## src/rtl/multicycle_control_if.sv

```systemverilog
// Control/status bundle between the multi-cycle sequencer (master) and the datapath (slave).
interface multicycle_control_if;
    logic [6:0]  opcode;
    logic        mem_ready;
    logic        pc_write;
    logic        pc_write_cond;
    logic        pc_source;
    logic        iord;
    logic        mem_read;
    logic        mem_write;
    logic        ir_write;
    logic [1:0]  alu_src_a;
    logic [1:0]  alu_src_b;
    logic [1:0]  alu_op;
    logic        reg_write;
    logic        mem_to_reg;
    logic        illegal;
    logic [3:0]  state;
    logic [31:0] cycle_count;
    logic [31:0] instret_count;

    modport master (
        input  opcode, mem_ready,
        output pc_write, pc_write_cond, pc_source, iord, mem_read, mem_write,
               ir_write, alu_src_a, alu_src_b, alu_op, reg_write, mem_to_reg,
               illegal, state, cycle_count, instret_count
    );

    modport slave (
        output opcode, mem_ready,
        input  pc_write, pc_write_cond, pc_source, iord, mem_read, mem_write,
               ir_write, alu_src_a, alu_src_b, alu_op, reg_write, mem_to_reg,
               illegal, state, cycle_count, instret_count
    );
endinterface

```

## src/rtl/multicycle_control.sv

```systemverilog
// Multi-cycle RISC-V sequencing FSM: fetch/decode/execute/mem/write-back control.
// Define MC_CTRL_PERF_EN to build the cycle and retired-instruction counters.
module multicycle_control (
    input  logic                 clk,
    input  logic                 reset,
    multicycle_control_if.master bus
);
    typedef enum logic [3:0] {
        S_FETCH     = 4'd0,
        S_DECODE    = 4'd1,
        S_MEM_ADDR  = 4'd2,
        S_MEM_READ  = 4'd3,
        S_MEM_WB    = 4'd4,
        S_MEM_WRITE = 4'd5,
        S_EXECUTE   = 4'd6,
        S_ALU_WB    = 4'd7,
        S_BRANCH    = 4'd8,
        S_I_EXEC    = 4'd9,
        S_ILLEGAL   = 4'd15
    } state_e;

    localparam logic [6:0] OP_LOAD   = 7'b0000011;
    localparam logic [6:0] OP_STORE  = 7'b0100011;
    localparam logic [6:0] OP_RTYPE  = 7'b0110011;
    localparam logic [6:0] OP_ITYPE  = 7'b0010011;
    localparam logic [6:0] OP_BRANCH = 7'b1100011;

    typedef struct packed {
        logic       pc_write;
        logic       pc_write_cond;
        logic       pc_source;
        logic       iord;
        logic       mem_read;
        logic       mem_write;
        logic       ir_write;
        logic [1:0] alu_src_a;
        logic [1:0] alu_src_b;
        logic [1:0] alu_op;
        logic       reg_write;
        logic       mem_to_reg;
        logic       illegal;
    } ctrl_t;

    state_e state_q, state_d;
    ctrl_t  ctrl;

    always_ff @(posedge clk) begin
        if (reset) state_q <= S_FETCH;
        else       state_q <= state_d;
    end

    always_comb begin
        state_d = state_q;
        ctrl    = '0;
        case (state_q)
            S_FETCH: begin
                ctrl.mem_read  = 1'b1;
                ctrl.alu_src_b = 2'b01;
                ctrl.ir_write  = bus.mem_ready;
                ctrl.pc_write  = bus.mem_ready;
                if (bus.mem_ready) state_d = S_DECODE;
            end
            S_DECODE: begin
                // Branch target (old PC + imm) lands in ALUOut for BRANCH to use.
                ctrl.alu_src_a = 2'b01;
                ctrl.alu_src_b = 2'b10;
                case (bus.opcode)
                    OP_LOAD, OP_STORE: state_d = S_MEM_ADDR;
                    OP_RTYPE:          state_d = S_EXECUTE;
                    OP_ITYPE:          state_d = S_I_EXEC;
                    OP_BRANCH:         state_d = S_BRANCH;
                    default:           state_d = S_ILLEGAL;
                endcase
            end
            S_MEM_ADDR: begin
                ctrl.alu_src_a = 2'b10;
                ctrl.alu_src_b = 2'b10;
                if (bus.opcode == OP_LOAD)       state_d = S_MEM_READ;
                else if (bus.opcode == OP_STORE) state_d = S_MEM_WRITE;
                else                             state_d = S_ILLEGAL;
            end
            S_MEM_READ: begin
                ctrl.mem_read = 1'b1;
                ctrl.iord     = 1'b1;
                if (bus.mem_ready) state_d = S_MEM_WB;
            end
            S_MEM_WB: begin
                ctrl.reg_write  = 1'b1;
                ctrl.mem_to_reg = 1'b1;
                state_d         = S_FETCH;
            end
            S_MEM_WRITE: begin
                ctrl.mem_write = 1'b1;
                ctrl.iord      = 1'b1;
                if (bus.mem_ready) state_d = S_FETCH;
            end
            S_EXECUTE: begin
                ctrl.alu_src_a = 2'b10;
                ctrl.alu_op    = 2'b10;
                state_d        = S_ALU_WB;
            end
            S_I_EXEC: begin
                ctrl.alu_src_a = 2'b10;
                ctrl.alu_src_b = 2'b10;
                state_d        = S_ALU_WB;
            end
            S_ALU_WB: begin
                ctrl.reg_write = 1'b1;
                state_d        = S_FETCH;
            end
            S_BRANCH: begin
                ctrl.alu_src_a     = 2'b10;
                ctrl.alu_op        = 2'b01;
                ctrl.pc_write_cond = 1'b1;
                ctrl.pc_source     = 1'b1;
                state_d            = S_FETCH;
            end
            S_ILLEGAL: begin
                ctrl.illegal = 1'b1;
            end
            default: state_d = S_FETCH;
        endcase
        // Reset aborts the instruction: no enables leak out during reset.
        if (reset) ctrl = '0;
    end

    assign bus.pc_write      = ctrl.pc_write;
    assign bus.pc_write_cond = ctrl.pc_write_cond;
    assign bus.pc_source     = ctrl.pc_source;
    assign bus.iord          = ctrl.iord;
    assign bus.mem_read      = ctrl.mem_read;
    assign bus.mem_write     = ctrl.mem_write;
    assign bus.ir_write      = ctrl.ir_write;
    assign bus.alu_src_a     = ctrl.alu_src_a;
    assign bus.alu_src_b     = ctrl.alu_src_b;
    assign bus.alu_op        = ctrl.alu_op;
    assign bus.reg_write     = ctrl.reg_write;
    assign bus.mem_to_reg    = ctrl.mem_to_reg;
    assign bus.illegal       = ctrl.illegal;
    assign bus.state         = reset ? 4'd0 : state_q;

`ifdef MC_CTRL_PERF_EN
    logic [31:0] cycle_q, cycle_d, instret_q, instret_d;
    logic        retire;

    assign retire = (state_q == S_MEM_WB) || (state_q == S_ALU_WB) ||
                    (state_q == S_BRANCH) ||
                    ((state_q == S_MEM_WRITE) && bus.mem_ready);
    assign cycle_d   = cycle_q + 32'd1;
    assign instret_d = instret_q + {31'd0, retire};

    always_ff @(posedge clk) begin
        if (reset) begin
            cycle_q   <= '0;
            instret_q <= '0;
        end else begin
            cycle_q   <= cycle_d;
            instret_q <= instret_d;
        end
    end

    assign bus.cycle_count   = reset ? 32'd0 : cycle_q;
    assign bus.instret_count = reset ? 32'd0 : instret_q;
`else
    assign bus.cycle_count   = 32'd0;
    assign bus.instret_count = 32'd0;
`endif
endmodule

```

## src/flat_wrapper.sv

```systemverilog
// flat-port wrapper written by rule: the top's interface ports become plain ports
module multicycle_control_flat 
  (clk, reset, bus_opcode, bus_mem_ready, bus_pc_write, bus_pc_write_cond, bus_pc_source, bus_iord, bus_mem_read, bus_mem_write, bus_ir_write, bus_alu_src_a, bus_alu_src_b, bus_alu_op, bus_reg_write, bus_mem_to_reg, bus_illegal, bus_state, bus_cycle_count, bus_instret_count);
  multicycle_control_if bus_i ();
  input  logic clk;
  input  logic reset;
  input wire logic [$bits(bus_i.opcode)-1:0] bus_opcode;
  input wire logic [$bits(bus_i.mem_ready)-1:0] bus_mem_ready;
  output wire logic [$bits(bus_i.pc_write)-1:0] bus_pc_write;
  output wire logic [$bits(bus_i.pc_write_cond)-1:0] bus_pc_write_cond;
  output wire logic [$bits(bus_i.pc_source)-1:0] bus_pc_source;
  output wire logic [$bits(bus_i.iord)-1:0] bus_iord;
  output wire logic [$bits(bus_i.mem_read)-1:0] bus_mem_read;
  output wire logic [$bits(bus_i.mem_write)-1:0] bus_mem_write;
  output wire logic [$bits(bus_i.ir_write)-1:0] bus_ir_write;
  output wire logic [$bits(bus_i.alu_src_a)-1:0] bus_alu_src_a;
  output wire logic [$bits(bus_i.alu_src_b)-1:0] bus_alu_src_b;
  output wire logic [$bits(bus_i.alu_op)-1:0] bus_alu_op;
  output wire logic [$bits(bus_i.reg_write)-1:0] bus_reg_write;
  output wire logic [$bits(bus_i.mem_to_reg)-1:0] bus_mem_to_reg;
  output wire logic [$bits(bus_i.illegal)-1:0] bus_illegal;
  output wire logic [$bits(bus_i.state)-1:0] bus_state;
  output wire logic [$bits(bus_i.cycle_count)-1:0] bus_cycle_count;
  output wire logic [$bits(bus_i.instret_count)-1:0] bus_instret_count;
  assign bus_i.opcode = bus_opcode;
  assign bus_i.mem_ready = bus_mem_ready;
  assign bus_pc_write = bus_i.pc_write;
  assign bus_pc_write_cond = bus_i.pc_write_cond;
  assign bus_pc_source = bus_i.pc_source;
  assign bus_iord = bus_i.iord;
  assign bus_mem_read = bus_i.mem_read;
  assign bus_mem_write = bus_i.mem_write;
  assign bus_ir_write = bus_i.ir_write;
  assign bus_alu_src_a = bus_i.alu_src_a;
  assign bus_alu_src_b = bus_i.alu_src_b;
  assign bus_alu_op = bus_i.alu_op;
  assign bus_reg_write = bus_i.reg_write;
  assign bus_mem_to_reg = bus_i.mem_to_reg;
  assign bus_illegal = bus_i.illegal;
  assign bus_state = bus_i.state;
  assign bus_cycle_count = bus_i.cycle_count;
  assign bus_instret_count = bus_i.instret_count;
  multicycle_control u_core (.clk(clk), .reset(reset), .bus(bus_i));
endmodule
```

## config.mk

```make
export PLATFORM = sky130hd
export DESIGN_NAME = multicycle_control_flat
export DESIGN_NICKNAME = d
export VERILOG_FILES = /design/src/rtl/multicycle_control_if.sv /design/src/rtl/multicycle_control.sv /design/src/flat_wrapper.sv
export SDC_FILE = /design/constraint.sdc
export NUM_CORES = 1
export LEC_CHECK = 0
export CAP_MARGIN = 5
export CORE_MARGIN = 2
export CORE_UTILIZATION = 28
export CTS_BUF_LIST = sky130_fd_sc_hd__clkbuf_8 sky130_fd_sc_hd__clkbuf_16
export DETAILED_ROUTE_END_ITERATION = 10
export GPL_ROUTABILITY_DRIVEN = 0
export GPL_TIMING_DRIVEN = 0
export PLACE_DENSITY = 0.77
export RECOVER_POWER = 50
export SETUP_SLACK_MARGIN = 0.02
export SYNTH_ARGS = -nofsm -noshare
export SYNTH_HDL_FRONTEND = slang
export SYNTH_SLANG_ARGS = --single-unit
```

## constraint.sdc

```tcl
create_clock -name clk -period 1.5 [get_ports clk]
set_input_delay 0.45 -clock clk [delete_from_list [all_inputs] [get_ports clk]]
set_output_delay 0.45 -clock clk [all_outputs]
set_load 0.01 [all_outputs]
```

# Word level (Yosys, flattened, before mapping)
# Index checks and enable logic that the tools add are counted.
# totals
reg_bits,4
in_bits,10
output_inout_bits,84
wordCells,49
# classes
n_eq_ne,18
n_mux,20
bitwise,1
n_reduce_logical,9
# op_table
op,count
one-hot mux 4 bit (7 select lines),1
two-way mux 4 bit,6
equality test 4 x 3 -> 1 bit (second input constant),4
two-way mux 16 bit,1
one-hot mux 4 bit (4 select lines),1
equality test 7 x 6 -> 1 bit (second input constant),2
equality test 4 bit (second input constant),3
one-hot mux 2 bit (2 select lines),3
OR reduction 2 bit,5
equality test 4 x 2 -> 1 bit (second input constant),2
equality test 7 x 2 -> 1 bit (second input constant),1
equality test 7 x 5 -> 1 bit (second input constant),1
equality test 7 bit (second input constant),1
two-way mux 1 bit,7
inequality test 2 bit (second input constant),3
equality test 4 x 1 -> 1 bit (second input constant),1
zero test 4 bit,1
AND reduction 4 bit,1
OR reduction 4 bit,1
OR reduction 3 bit,1
two-way mux 2 bit,1
inverter 1 bit,1

# Depth between registers and ports, before layout
# logic_depth
ltp_word,4
ltp_mapped,5
ltp_nobuf,4

# Least setup slack after synthesis
# Ideal clock, no wire load.
# synth_timing
path_kind,reg2out
startpoint,register u_core.state_q[0]
endpoint,output port bus_pc_write
arrival_time_ns,1.394
required_time_ns,1.050
path_slack_ns,-0.344
path_stages_with_launch,5
n_path_buf,2
path_cell_list,dfxtp_1 buf_2 or3_1 nor3_1 buf_4
# synth_between
elab_chain_cells,3
# synth_lines
element,line_no,rtl
"start, declared",multicycle_control.sv:44,"state_e state_q, state_d;"
"start signal, assigned",multicycle_control.sv:49,else state_q <= state_d;
zero test 4 bit,multicycle_control.sv:55,case (state_q)
two-way mux 1 bit,multicycle_control.sv:55,
two-way mux 16 bit,multicycle_control.sv:124,if (reset) ctrl = '0;
"end, declared",flat_wrapper.sv:9,output wire logic [$bits(bus_i.pc_write)-1:0] bus_pc_write;
# No other way between the ends.

# Worst setup path after layout
# layout_timing
startpoint,register u_core.state_q[0]
endpoint,output port bus_mem_to_reg
# layout_between
elab_chain_cells,3
# layout_lines
element,line_no,rtl
equality test 4 x 3 -> 1 bit,multicycle_control.sv:55,
two-way mux 1 bit,multicycle_control.sv:55,
two-way mux 16 bit,multicycle_control.sv:124,
"end, declared",flat_wrapper.sv:20,output wire logic [$bits(bus_i.mem_to_reg)-1:0] bus_mem_to_reg;
# No other way between the ends.

==> results.toml <==
[cells_and_area]
drive_gt1_frac = 0.6222
utilization = 0.5820
largest_reg_flops = 4
top_register = "u_core.state_q"
top_regs = "u_core.state_q: 4 flops"
syn2layout_area_growth_pct = 101.4
fin_nets = 282
antenna_cells = 0
fill_cells = 315

[clocking]
cts_sinks = 4
clk_pin_slew_ns = 0.03
htreeDepth = 1
cts_tree = "done"
clk-insertion-delay-late_ns = 0.22
clk_path_buf_depth = 2
cts_root_buffer = "clkbuf_8"
cts_buffers = 3

[floorplan]
coreArea_um2 = 3633
initial_utilization = 0.2889
io_pins = 94
dieArea_um2 = 4255
die_h_um = 65.23
num_rows = 22
dieWidth_um = 65.23

[synth]
synthCells = 148
synth_cell_types = 36
synth-edff-count = 0
async_reset_ff_frac = 0
ys_seq_area_frac = 0.07628
synth_warnings = 0
ys_ff_latch = 4
netlist_area_um2 = 1050
ys.flop_type = "dfxtp_1"
synth_area_per_cell_um2 = 7.093

[global_routing]
antenna_found_initial = 0
grt_pass1_wl_um = 4340
met1_usage = 0.1396
busiest_layer = "met2"
grt_max_degree = 11
gr-usage-met3 = 0.01884
first_global_vias = 974
grt-ovfl-total = 0
met2_usage = 0.2360
grt_usage = 0.1300

[timing]
finalHoldViolCount = 0
fmax_mhz = 531.7
slew_viol_final = 0
setup_viol = 21
period_share = 1.254
hold_slack_ns = 0.6516
rsz0062_at_grt = "true"
setup_slack_ns = -0.3808
finalCriticalPeriod_ns = 1.881
fin_skew_ns = 0.003643

[place]
port_buffers = 29
hpwl_um = 2049
place_ws_ns = -1.091

[worst_setup_path]
worst-r2r-cell-count = 7
startpoint_type = "flip-flop"
cp_data_arrival_time_ns = 1.43
critPathRequiredTime_ns = 1.05
regToRegSetupSlack_ns = -0.06
critPathKind = "reg2out"
endpoint_kind = "output port"
path_max_fanout = 5
reg2reg_from = "u_core.state_q[1]"
regToRegEndpoint = "u_core.state_q[2]"

[detailed_routing]
vias_per_cell = 3.877
routed-via-count = 1233
wl_um = 3386
drtIter0Drc = 47
drt-pass1-iter-count = 4
antenna_left = 0
drc = 0
wl_per_cell_um = 10.65

[hold_path]
min_path_type = "in2reg"
hold_depth = 4
whs_endpoint = "u_core.state_q[2]"
min_from = "bus_opcode[5]"

[outcome]
failed_checks = "setup timing"
status = "finished with violations"

[power]
power_leakage_nw = 1.159
peakVddDrop_mv = 0.4878
p_per_area_nw_per_um2 = 1291

[run]
maxCapViolations = 0
==> cell families (layout without fill, tap and decap cells) <==
logic type,count (synthesis),in the layout,share of synthesized area
AOI/OAI and AO/OA,22,22,0.1502
buffers and inverters,80,139,0.5304
adders and majority gates,1,1,0.009536
xor gates and xnor gates,1,1,0.008345
and+or+nand+nor,39,39,0.2217
DFF,4,4,0.07628
other,1,64,0.003572
==> through the flow <==
step	TNS (ns)	cell area (um2)	std cells	total power, mW
2_1_floorplan	-0.4141	1358	211	1.212
3_3_place_gp	-20.39	1708	288	1.627
3_5_place_dp	-20.41	1708	288	1.638
4_1_cts	-4.975	1876	303	2.068
5_1_grt	-5.561	2115	318	2.855
6_report	-4.663	2115	318	2.730
==> layout make-up <==
| cell class | instances | area (um2) | share of cell area |
|---|---|---|---|
| plain buffers | 72 | 566.8 | 0.2680 |
| clock buffers | 3 | 41.29 | 0.01953 |
| inverters | 7 | 33.78 | 0.01598 |
| multi-input cells | 127 | 843.3 | 0.3988 |
| flip-flops and latches | 4 | 90.09 | 0.04260 |
| well taps | 48 | 60.06 | 0.02840 |
| repair buffers | 57 | 479.2 | 0.2266 |
==> cell usage in the layout, fill, tap and decap left out, types with 3 or more instances in the layout <==
cell / Yosys / layout
a211oi_2: 1 / 3
buf_2: 4 / 18
buf_4: 67 / 84
buf_6: 0 / 19
buf_8: 0 / 4
clkbuf_8: 0 / 3
conb_1: 1 / 64
inv_1: 6 / 4
nand2_1: 6 / 3
nand2b_1: 5 / 3
nand2b_4: 0 / 3
nor2_1: 5 / 4
nor3_2: 0 / 6
nor3_4: 0 / 3
o21ai_0: 4 / 3
o21ai_1: 2 / 3
or3_4: 0 / 3
==> Yosys cell counts (all sizes together) (2+ instances only) <==
cell,n,share of area
dfxtp,4,0.076
nor3,10,0.048
nor4,2,0.012
or3b,2,0.017
nor2,5,0.018
nand2b,6,0.038
nand2,6,0.021
a211oi,4,0.033
a311oi,2,0.017
buf,72,0.50
or3,3,0.018
a21oi,3,0.014
o21ai,6,0.029
inv,7,0.025
==> routing by layer <==
metal / up-vias / routed length [um] / part of all wire
met5: - / 0 / 0
met4: 0 / 127 / 0.038
met3: 15 / 335 / 0.099
met2: 81 / 1689 / 0.50
met1: 526 / 1233 / 0.36
li1: 611 / - / -
==> worst max-delay path: stages, from the launching register on <==
cell and delay, ns:
dfxtp_2 0.31, buf_6 0.12, or3_4 0.41, buf_6 0.13
nor3_2 0.09, buf_2 0.15
==> how the worst max path moves through the flow <==
| stage | start | endpoint | cells after the start |
|---|---|---|---|
| after global placement | reset | bus_pc_write | 5 |
| after floorplan | u_core.state_q[0] | bus_pc_write | 4 |
| after global routing | u_core.state_q[0] | bus_mem_to_reg | 5 |
| after detailed placement | reset | bus_pc_write | 5 |
| after CTS | u_core.state_q[1] | bus_pc_write | 5 |
| final | u_core.state_q[0] | bus_mem_to_reg | 5 |
==> report_power, final <==
part / switching [mW] / total (mW) / internal (mW)
sequential: 0.0606 / 0.234 / 0.174
clock: 0.0586 / 0.230 / 0.171
combinational: 1.07 / 2.27 / 1.19
==> timing repair <==
action | 4_1_cts | 5_1_grt
pin swaps | 15 | 17
resized for setup | 138 | 44
hold buffers | 0 | 0
buffers inserted | 13 | 16
setup endpoints to repair | 24 | 20
No activity file was read; power rests on OpenSTA's default activity.
